`src/rtl/scr1_pipe_lsu_mo.sv`:
```
// scr1_pipe_lsu_mo: multi-outstanding LSU between EXU and the DMEM port.
// Optional byte-lane alignment is enabled by SCR1_LSU_LANE_ALIGN_EN.
module scr1_pipe_lsu_mo #(
  parameter int XLEN   = 32,
  parameter int OUTSTD = 2
) (
  input  logic            clk,
  input  logic            rst,
  input  logic            exu2lsu_req_i,
  input  logic [3:0]      exu2lsu_cmd_i,
  input  logic [XLEN-1:0] exu2lsu_addr_i,
  input  logic [XLEN-1:0] exu2lsu_sdata_i,
  output logic            lsu2exu_ack_o,
  output logic            lsu2exu_rdy_o,
  output logic [XLEN-1:0] lsu2exu_ldata_o,
  output logic            lsu2exu_exc_o,
  output logic [3:0]      lsu2exu_exc_code_o,
  output logic            lsu2exu_busy_o,
  output logic            lsu_err_spurious_o,
  output logic            lsu2dmem_req_o,
  output logic            lsu2dmem_cmd_o,
  output logic [1:0]      lsu2dmem_width_o,
  output logic [XLEN-1:0] lsu2dmem_addr_o,
  output logic [XLEN-1:0] lsu2dmem_wdata_o,
  input  logic            dmem2lsu_req_ack_i,
  input  logic [XLEN-1:0] dmem2lsu_rdata_i,
  input  logic [1:0]      dmem2lsu_resp_i
);

  localparam logic [3:0] CMD_LB  = 4'd1;
  localparam logic [3:0] CMD_LH  = 4'd2;
  localparam logic [3:0] CMD_LW  = 4'd3;
  localparam logic [3:0] CMD_LBU = 4'd4;
  localparam logic [3:0] CMD_LHU = 4'd5;
  localparam logic [3:0] CMD_SB  = 4'd6;
  localparam logic [3:0] CMD_SH  = 4'd7;
  localparam logic [3:0] CMD_SW  = 4'd8;

  localparam logic       MEM_RD = 1'b0;
  localparam logic       MEM_WR = 1'b1;
  localparam logic [1:0] W_BYTE = 2'd0;
  localparam logic [1:0] W_HALF = 2'd1;
  localparam logic [1:0] W_WORD = 2'd2;

  localparam logic [1:0] RESP_OK = 2'd1;
  localparam logic [1:0] RESP_ER = 2'd2;

  localparam logic [3:0] EXC_INSTR_MISALIGN = 4'd0;
  localparam logic [3:0] EXC_LD_MISALIGN    = 4'd4;
  localparam logic [3:0] EXC_LD_FAULT       = 4'd5;
  localparam logic [3:0] EXC_ST_MISALIGN    = 4'd6;
  localparam logic [3:0] EXC_ST_FAULT       = 4'd7;

  localparam int PW    = (OUTSTD > 1) ? $clog2(OUTSTD) : 1;
  localparam int DEPTH = 1 << PW;
  localparam logic [2:0]    MAX_CNT  = 3'(OUTSTD);
  localparam logic [PW-1:0] PTR_LAST = PW'(OUTSTD - 1);

  logic [2:0]    cnt_q, cnt_d;
  logic [PW-1:0] wptr_q, wptr_d;
  logic [PW-1:0] rptr_q, rptr_d;
  logic [3:0]    fifo_cmd_q [DEPTH];
  logic [3:0]    fifo_cmd_d [DEPTH];
  logic          busy_q, busy_d;
  logic          spur_q, spur_d;

`ifdef SCR1_LSU_LANE_ALIGN_EN
  logic [1:0]    fifo_ofs_q [DEPTH];
  logic [1:0]    fifo_ofs_d [DEPTH];
`endif

  logic          is_st;
  logic          sz_b;
  logic          sz_h;
  logic          mslgn;
  logic          resp_vld;
  logic          resp_er;
  logic          cnt_zero;
  logic          can_issue;
  logic          dmem_req;
  logic          push;
  logic          pop;
  logic          mslgn_exc;
  logic [3:0]    head_cmd;
  logic          head_st;
  logic [XLEN-1:0] ld_raw;
  logic [XLEN-1:0] ldata;
  logic [3:0]    exc_code;

  // Decode command kind and access width for the current EXU request
  always_comb begin
    is_st = 1'b0;
    sz_b  = 1'b0;
    sz_h  = 1'b0;
    case (exu2lsu_cmd_i)
      CMD_LB, CMD_LBU: sz_b = 1'b1;
      CMD_LH, CMD_LHU: sz_h = 1'b1;
      CMD_SB: begin
        is_st = 1'b1;
        sz_b  = 1'b1;
      end
      CMD_SH: begin
        is_st = 1'b1;
        sz_h  = 1'b1;
      end
      CMD_SW:  is_st = 1'b1;
      default: ;
    endcase
  end

  // Anything that is not byte or half is a word access
  assign mslgn = (sz_h & exu2lsu_addr_i[0])
               | (~sz_b & ~sz_h & (|exu2lsu_addr_i[1:0]));

  assign resp_vld  = (dmem2lsu_resp_i == RESP_OK)
                   | (dmem2lsu_resp_i == RESP_ER);
  assign resp_er   = (dmem2lsu_resp_i == RESP_ER);
  assign cnt_zero  = (cnt_q == 3'd0);
  assign can_issue = (cnt_q < MAX_CNT);

  // A full FIFO blocks issue even if a pop lands in the same cycle
  assign dmem_req  = exu2lsu_req_i & ~mslgn & can_issue & ~rst;
  assign push      = dmem_req & dmem2lsu_req_ack_i;
  assign pop       = resp_vld & ~cnt_zero & ~rst;

  // Misalign is reported only once the pipe has drained and is quiet
  assign mslgn_exc = exu2lsu_req_i & mslgn & cnt_zero
                   & ~resp_vld & ~rst;

  assign head_cmd = fifo_cmd_q[rptr_q];
  assign head_st  = (head_cmd == CMD_SB)
                  | (head_cmd == CMD_SH)
                  | (head_cmd == CMD_SW);

`ifdef SCR1_LSU_LANE_ALIGN_EN
  assign ld_raw = dmem2lsu_rdata_i >> {fifo_ofs_q[rptr_q], 3'b000};
`else
  assign ld_raw = dmem2lsu_rdata_i;
`endif

  // Extend the head-of-FIFO load data; stores return zero
  always_comb begin
    ldata = '0;
    if (pop) begin
      case (head_cmd)
        CMD_LB:  ldata = {{(XLEN-8){ld_raw[7]}}, ld_raw[7:0]};
        CMD_LBU: ldata = {{(XLEN-8){1'b0}}, ld_raw[7:0]};
        CMD_LH:  ldata = {{(XLEN-16){ld_raw[15]}}, ld_raw[15:0]};
        CMD_LHU: ldata = {{(XLEN-16){1'b0}}, ld_raw[15:0]};
        CMD_LW:  ldata = ld_raw;
        default: ldata = '0;
      endcase
    end
  end

  // Response errors outrank misalign; idle code is INSTR_MISALIGN
  always_comb begin
    exc_code = EXC_INSTR_MISALIGN;
    unique case (1'b1)
      pop & resp_er:
        exc_code = head_st ? EXC_ST_FAULT : EXC_LD_FAULT;
      mslgn_exc:
        exc_code = is_st ? EXC_ST_MISALIGN : EXC_LD_MISALIGN;
      default: ;
    endcase
  end

  // Store data: replicate narrow stores across lanes when aligning
  always_comb begin
    lsu2dmem_wdata_o = exu2lsu_sdata_i;
`ifdef SCR1_LSU_LANE_ALIGN_EN
    case (exu2lsu_cmd_i)
      CMD_SB:  lsu2dmem_wdata_o = {(XLEN/8){exu2lsu_sdata_i[7:0]}};
      CMD_SH:  lsu2dmem_wdata_o = {(XLEN/16){exu2lsu_sdata_i[15:0]}};
      default: lsu2dmem_wdata_o = exu2lsu_sdata_i;
    endcase
`endif
  end

  // Next-state for counter, pointers, FIFO and sticky flag
  always_comb begin
    cnt_d      = cnt_q;
    wptr_d     = wptr_q;
    rptr_d     = rptr_q;
    fifo_cmd_d = fifo_cmd_q;
`ifdef SCR1_LSU_LANE_ALIGN_EN
    fifo_ofs_d = fifo_ofs_q;
`endif
    spur_d     = spur_q | (resp_vld & cnt_zero);
    if (push) begin
      fifo_cmd_d[wptr_q] = exu2lsu_cmd_i;
`ifdef SCR1_LSU_LANE_ALIGN_EN
      fifo_ofs_d[wptr_q] = exu2lsu_addr_i[1:0];
`endif
      wptr_d = (wptr_q == PTR_LAST) ? '0 : wptr_q + 1'b1;
    end
    if (pop) begin
      rptr_d = (rptr_q == PTR_LAST) ? '0 : rptr_q + 1'b1;
    end
    case ({push, pop})
      2'b10:   cnt_d = cnt_q + 3'd1;
      2'b01:   cnt_d = cnt_q - 3'd1;
      default: cnt_d = cnt_q;
    endcase
    busy_d = (cnt_d != 3'd0);
  end

  // State registers; reset abandons all in-flight requests
  always_ff @(posedge clk or posedge rst) begin
    if (rst) begin
      cnt_q  <= '0;
      wptr_q <= '0;
      rptr_q <= '0;
      busy_q <= 1'b0;
      spur_q <= 1'b0;
      for (int i = 0; i < DEPTH; i++) begin
        fifo_cmd_q[i] <= '0;
`ifdef SCR1_LSU_LANE_ALIGN_EN
        fifo_ofs_q[i] <= '0;
`endif
      end
    end else begin
      cnt_q      <= cnt_d;
      wptr_q     <= wptr_d;
      rptr_q     <= rptr_d;
      busy_q     <= busy_d;
      spur_q     <= spur_d;
      fifo_cmd_q <= fifo_cmd_d;
`ifdef SCR1_LSU_LANE_ALIGN_EN
      fifo_ofs_q <= fifo_ofs_d;
`endif
    end
  end

  assign lsu2dmem_req_o     = dmem_req;
  assign lsu2dmem_cmd_o     = is_st ? MEM_WR : MEM_RD;
  assign lsu2dmem_width_o   = sz_b ? W_BYTE : (sz_h ? W_HALF : W_WORD);
  assign lsu2dmem_addr_o    = exu2lsu_addr_i;

  assign lsu2exu_ack_o      = push;
  assign lsu2exu_rdy_o      = pop;
  assign lsu2exu_ldata_o    = ldata;
  assign lsu2exu_exc_o      = (pop & resp_er) | mslgn_exc;
  assign lsu2exu_exc_code_o = exc_code;
  assign lsu2exu_busy_o     = busy_q;
  assign lsu_err_spurious_o = spur_q;

endmodule

```
`config.mk`:
```
export PLATFORM = sky130hd
export DESIGN_NAME = scr1_pipe_lsu_mo
export DESIGN_NICKNAME = d
export VERILOG_FILES = /design/src/rtl/scr1_pipe_lsu_mo.sv
export SDC_FILE = /design/constraint.sdc
export NUM_CORES = 1
export LEC_CHECK = 0
export BUFFER_PORTS_ARGS = -buffer_cell sky130_fd_sc_hd__buf_4
export CORE_AREA = 3 3 82 84
export CTS_CLUSTER_SIZE = 14
export DETAILED_ROUTE_END_ITERATION = 6
export DIE_AREA = 0 0 85 87
export GPL_TIMING_DRIVEN = 1
export PLACE_DENSITY = 0.75
export SETUP_SLACK_MARGIN = 0.4
export SYNTH_ARGS = -nofsm -noshare
export SYNTH_HDL_FRONTEND = slang
export SYNTH_SLANG_ARGS = --single-unit
```
`constraint.sdc`:
```
create_clock -name clk -period 4.75 [get_ports clk]
set_input_delay 0.2375 -clock clk [delete_from_list [all_inputs] [get_ports clk]]
set_output_delay 0.2375 -clock clk [all_outputs]
set_load 0.05 [all_outputs]
```
==> impl_metrics.json <==
{
  "status": "finished, final reports clean",
  "avgSynthCellArea_um2": 7.614,
  "wl_met3_um": 613,
  "clock.fmax_mhz": 309.4,
  "synth_fa_ha_area_frac": 0.02405,
  "ys_ff_latch": 15,
  "placed_cells": 334,
  "r2r_start": "cnt_q[2]",
  "place_congestion": 0.8256,
  "path_class": "reg -> out",
  "clk_pin_slew_ps": 60,
  "crit_chain": "mux2i_1 > nor2_1 > or4_1 > a21oi_1 > buf_4",
  "setup_viol": 0,
  "hold_class": "in -> async",
  "die_h_um": 87,
  "crit_buf_inv": 1,
  "clk-insertion-delay-late_ps": 250,
  "drv_slew": 0,
  "wl_um": 5627,
  "p_sw_uw": 335.5,
  "core_um2": 5991,
  "synthXorXnorAreaFrac": 0.02806,
  "synth_cell_type_count": 43,
  "pwr-share-seq": 0.329,
  "end_kind": "output pin",
  "final_area_um2": 2113,
  "clock_power_share": 0.143,
  "initial_utilization": 0.3127,
  "fill_cells": 633,
  "highest_layer": "met4",
  "viasPerCell": 4.935,
  "fin_crit_sh": 0.6804,
  "ctsResizeCount": 0,
  "ys_seq_area_frac": 0.2004,
  "cp.depth": 5,
  "worstPathArrival_ps": 2990,
  "relSlewSlack": 0.2714,
  "cts_sinks": 15,
  "comb_power_share": 0.528,
  "finish.utilization": 0.3528,
  "grt_overflow": 0,
  "drt-pass1-iter-count": 4,
  "io_buffers": 89,
  "async_reset_ff_frac": 1.000,
  "detail-route-antenna-nets": 0,
  "num_rows": 28,
  "switching_share": 0.4587,
  "setup_tns_ps": 0,
  "hold_ws_ps": 61.18,
  "antenna_found_initial": 0,
  "powerDensity_nw_per_um2": 346.0,
  "critPathLaunch": "rptr_q",
  "finalCriticalPeriod_ps": 3232,
  "worstPathRequired_ps": 4510,
  "path_max_fanout": 32,
  "crit_family": "simple AND/OR/NAND/NOR gates",
  "ios": 215,
  "grt_usage": 0.1368,
  "finalHoldViolCount": 0,
  "worstMarginPinSlew_ps": 1086,
  "ir_drop_v": 0.0002665,
  "synth_flop_cell": "dfrtp_1",
  "finClkSkew_ps": 3.014,
  "synth_compound_area_frac": 0.1723,
  "placed_cell_area_um2": 2067,
  "synth_top_family_by_area": "buffers and inverters",
  "root_buffer": "clkbuf_8",
  "grt_pass1_wl_um": 8266,
  "drc": 0,
  "startpoint_type": "register",
  "dr_wl_met2_um": 2989,
  "die_w_um": 85,
  "area_delta_synth_final_pct": 12.83,
  "ys_warn_count": 0,
  "vias": 1668,
  "diodes": 0,
  "cts_tree": "done",
  "synth_nets": 355,
  "grt_max_degree": 33,
  "wl_met1_um": 1928,
  "cts_buffers": 3,
  "nets": 373,
  "netlist_instances": 246,
  "synth_edf_count": 0,
  "wl_per_cell_um": 16.65,
  "slowest_stage": "or4_1",
  "die_area_um2": 7395,
  "synth-simple-area-share": 0.1663,
  "rsz0062_at_grt": "false",
  "maxCapViolations": 0,
  "syn-cell-area_um2": 1873,
  "p_leak_nw": 0.9839,
  "hold_buffers": 0,
  "synth.mux.area_fraction": 0.06546,
  "drive_gt1_frac": 0.4106,
  "dr.first_iter.drc_count": 56,
  "crit_path_max_incr_delay_ps": 870,
  "postCtsSetupBuffers": 0,
  "p_int_uw": 395.8,
  "grt_pass1_vias": 1651,
  "final_cells": 338,
  "clock_path_buffers": 2,
  "h-tree-depth": 1,
  "reg2regPathDepth": 11,
  "hpwl_um": 4735
}
-- Yosys cell counts, types with 2 or more instances --
cell,count,share of area
clkbuf_1,4,0.0080
inv_1,19,0.038
mux2i_1,3,0.016
mux2_2,7,0.042
nand4_1,2,0.0067
a211oi_1,3,0.012
xor2_1,3,0.014
o21bai_1,3,0.012
dfrtp_1,15,0.20
nand3_1,2,0.0053
buf_4,67,0.27
and2_1,3,0.010
o22ai_1,2,0.0067
ha_1,2,0.013
a21oi_1,26,0.069
or3b_2,2,0.0094
nor2b_1,3,0.010
nor2_1,15,0.030
o21ai_0,12,0.032
nand2_1,22,0.044
a21oi_2,2,0.0094
buf_6,4,0.024
xnor2_1,3,0.014
or3_1,3,0.010
-- worst reg2reg max path, cell delays in order (launching register included) --
cell     delay [ps]
dfrtp_1         400
nor4b_1         530
nand3_1         200
a21oi_1         340
inv_1            80
ha_1            220
inv_1            70
fa_1            190
xor2_1          160
nor2_1           70
xor2_1          160
or3_1           320
-- routing by layer --
layer  global-route usage  vias to the layer above
met5                    0                        -
met4              0.03453                        0
met3              0.05109                       16
met2               0.2585                      114
met1               0.1418                      752
li1                     -                      786
-- registers in the layout, summed over array words and instances, names as in the netlist --
register,flops
fifo_cmd_q,8
cnt_q,3
lsu2exu_busy_o,1
lsu_err_spurious_o,1
rptr_q,1
wptr_q,1
-- power groups by stage --
| stage | clock, mW | combinational [mW] | sequential, mW |
|---|---|---|---|
| after global placement | 0 | 0.377 | 0.237 |
| after detailed placement | 0 | 0.385 | 0.242 |
| after CTS | 0.107 | 0.388 | 0.241 |
| after floorplan | 0 | 0.434 | 0.237 |
| final | 0.105 | 0.386 | 0.240 |
| after global routing | 0.112 | 0.418 | 0.251 |
-- metrics by stage --
step | power [mW] | worst slack (ps)
after floorplan | 0.6710 | 1523
after global placement | 0.6138 | 1836
after detailed placement | 0.6278 | 1805
after CTS | 0.7355 | 1520
after global routing | 0.7812 | 1288
final | 0.7312 | 1518
-- final timing paths --
kind	slack, ps	end
max	1520	lsu2exu_ldata_o[31]
min	60	cnt_q[2]
max reg2reg	1880	lsu2exu_busy_o
min reg2reg	470	lsu_err_spurious_o
max in group asynchronous	4320	fifo_cmd_q[4]
min in group clk	300	fifo_cmd_q[5]
-- placed cells by master, fill, tap and decap left out, types with 2 or more instances in the layout --
cell      count
buf_4        89
a21oi_1      26
nand2_1      22
inv_1        19
nor2_1       15
dfrtp_1      15
o21ai_0      12
mux2_2        7
nor2b_1       3
o21bai_1      3
a211oi_1      3
or3_1         3
xnor2_1       3
xor2_1        3
mux2i_1       3
and2_1        3
clkbuf_8      3
nand3_1       2
nand4_1       2
o22ai_1       2
or3b_2        2
a21oi_2       2
ha_1          2
-- kinds of logic (layout without fill, tap and decap cells) --
| logic type | after synthesis | count (layout) |
|---|---|---|
| compound gates | 54 | 54 |
| xor+xnor | 6 | 6 |
| fa+ha+maj | 3 | 3 |
| buf+inv | 95 | 112 |
| flops | 15 | 15 |
| mux | 11 | 11 |
| other cells | 1 | 1 |
| simple gates | 61 | 61 |
-- area by class of cell --
type                            instances  area (µm²)  area share
Timing Repair Buffer                   89       668.1      0.3162
Tap cell                               75       93.84     0.04440
Clock inverter                          1       5.005    0.002368
Sequential cell                        15       375.4      0.1776
Clock buffer                            3       41.29     0.01954
Multi-Input combinational cell        136       858.3      0.4062
Inverter                               19       71.32     0.03375
(Power assumes the default switching activity.)
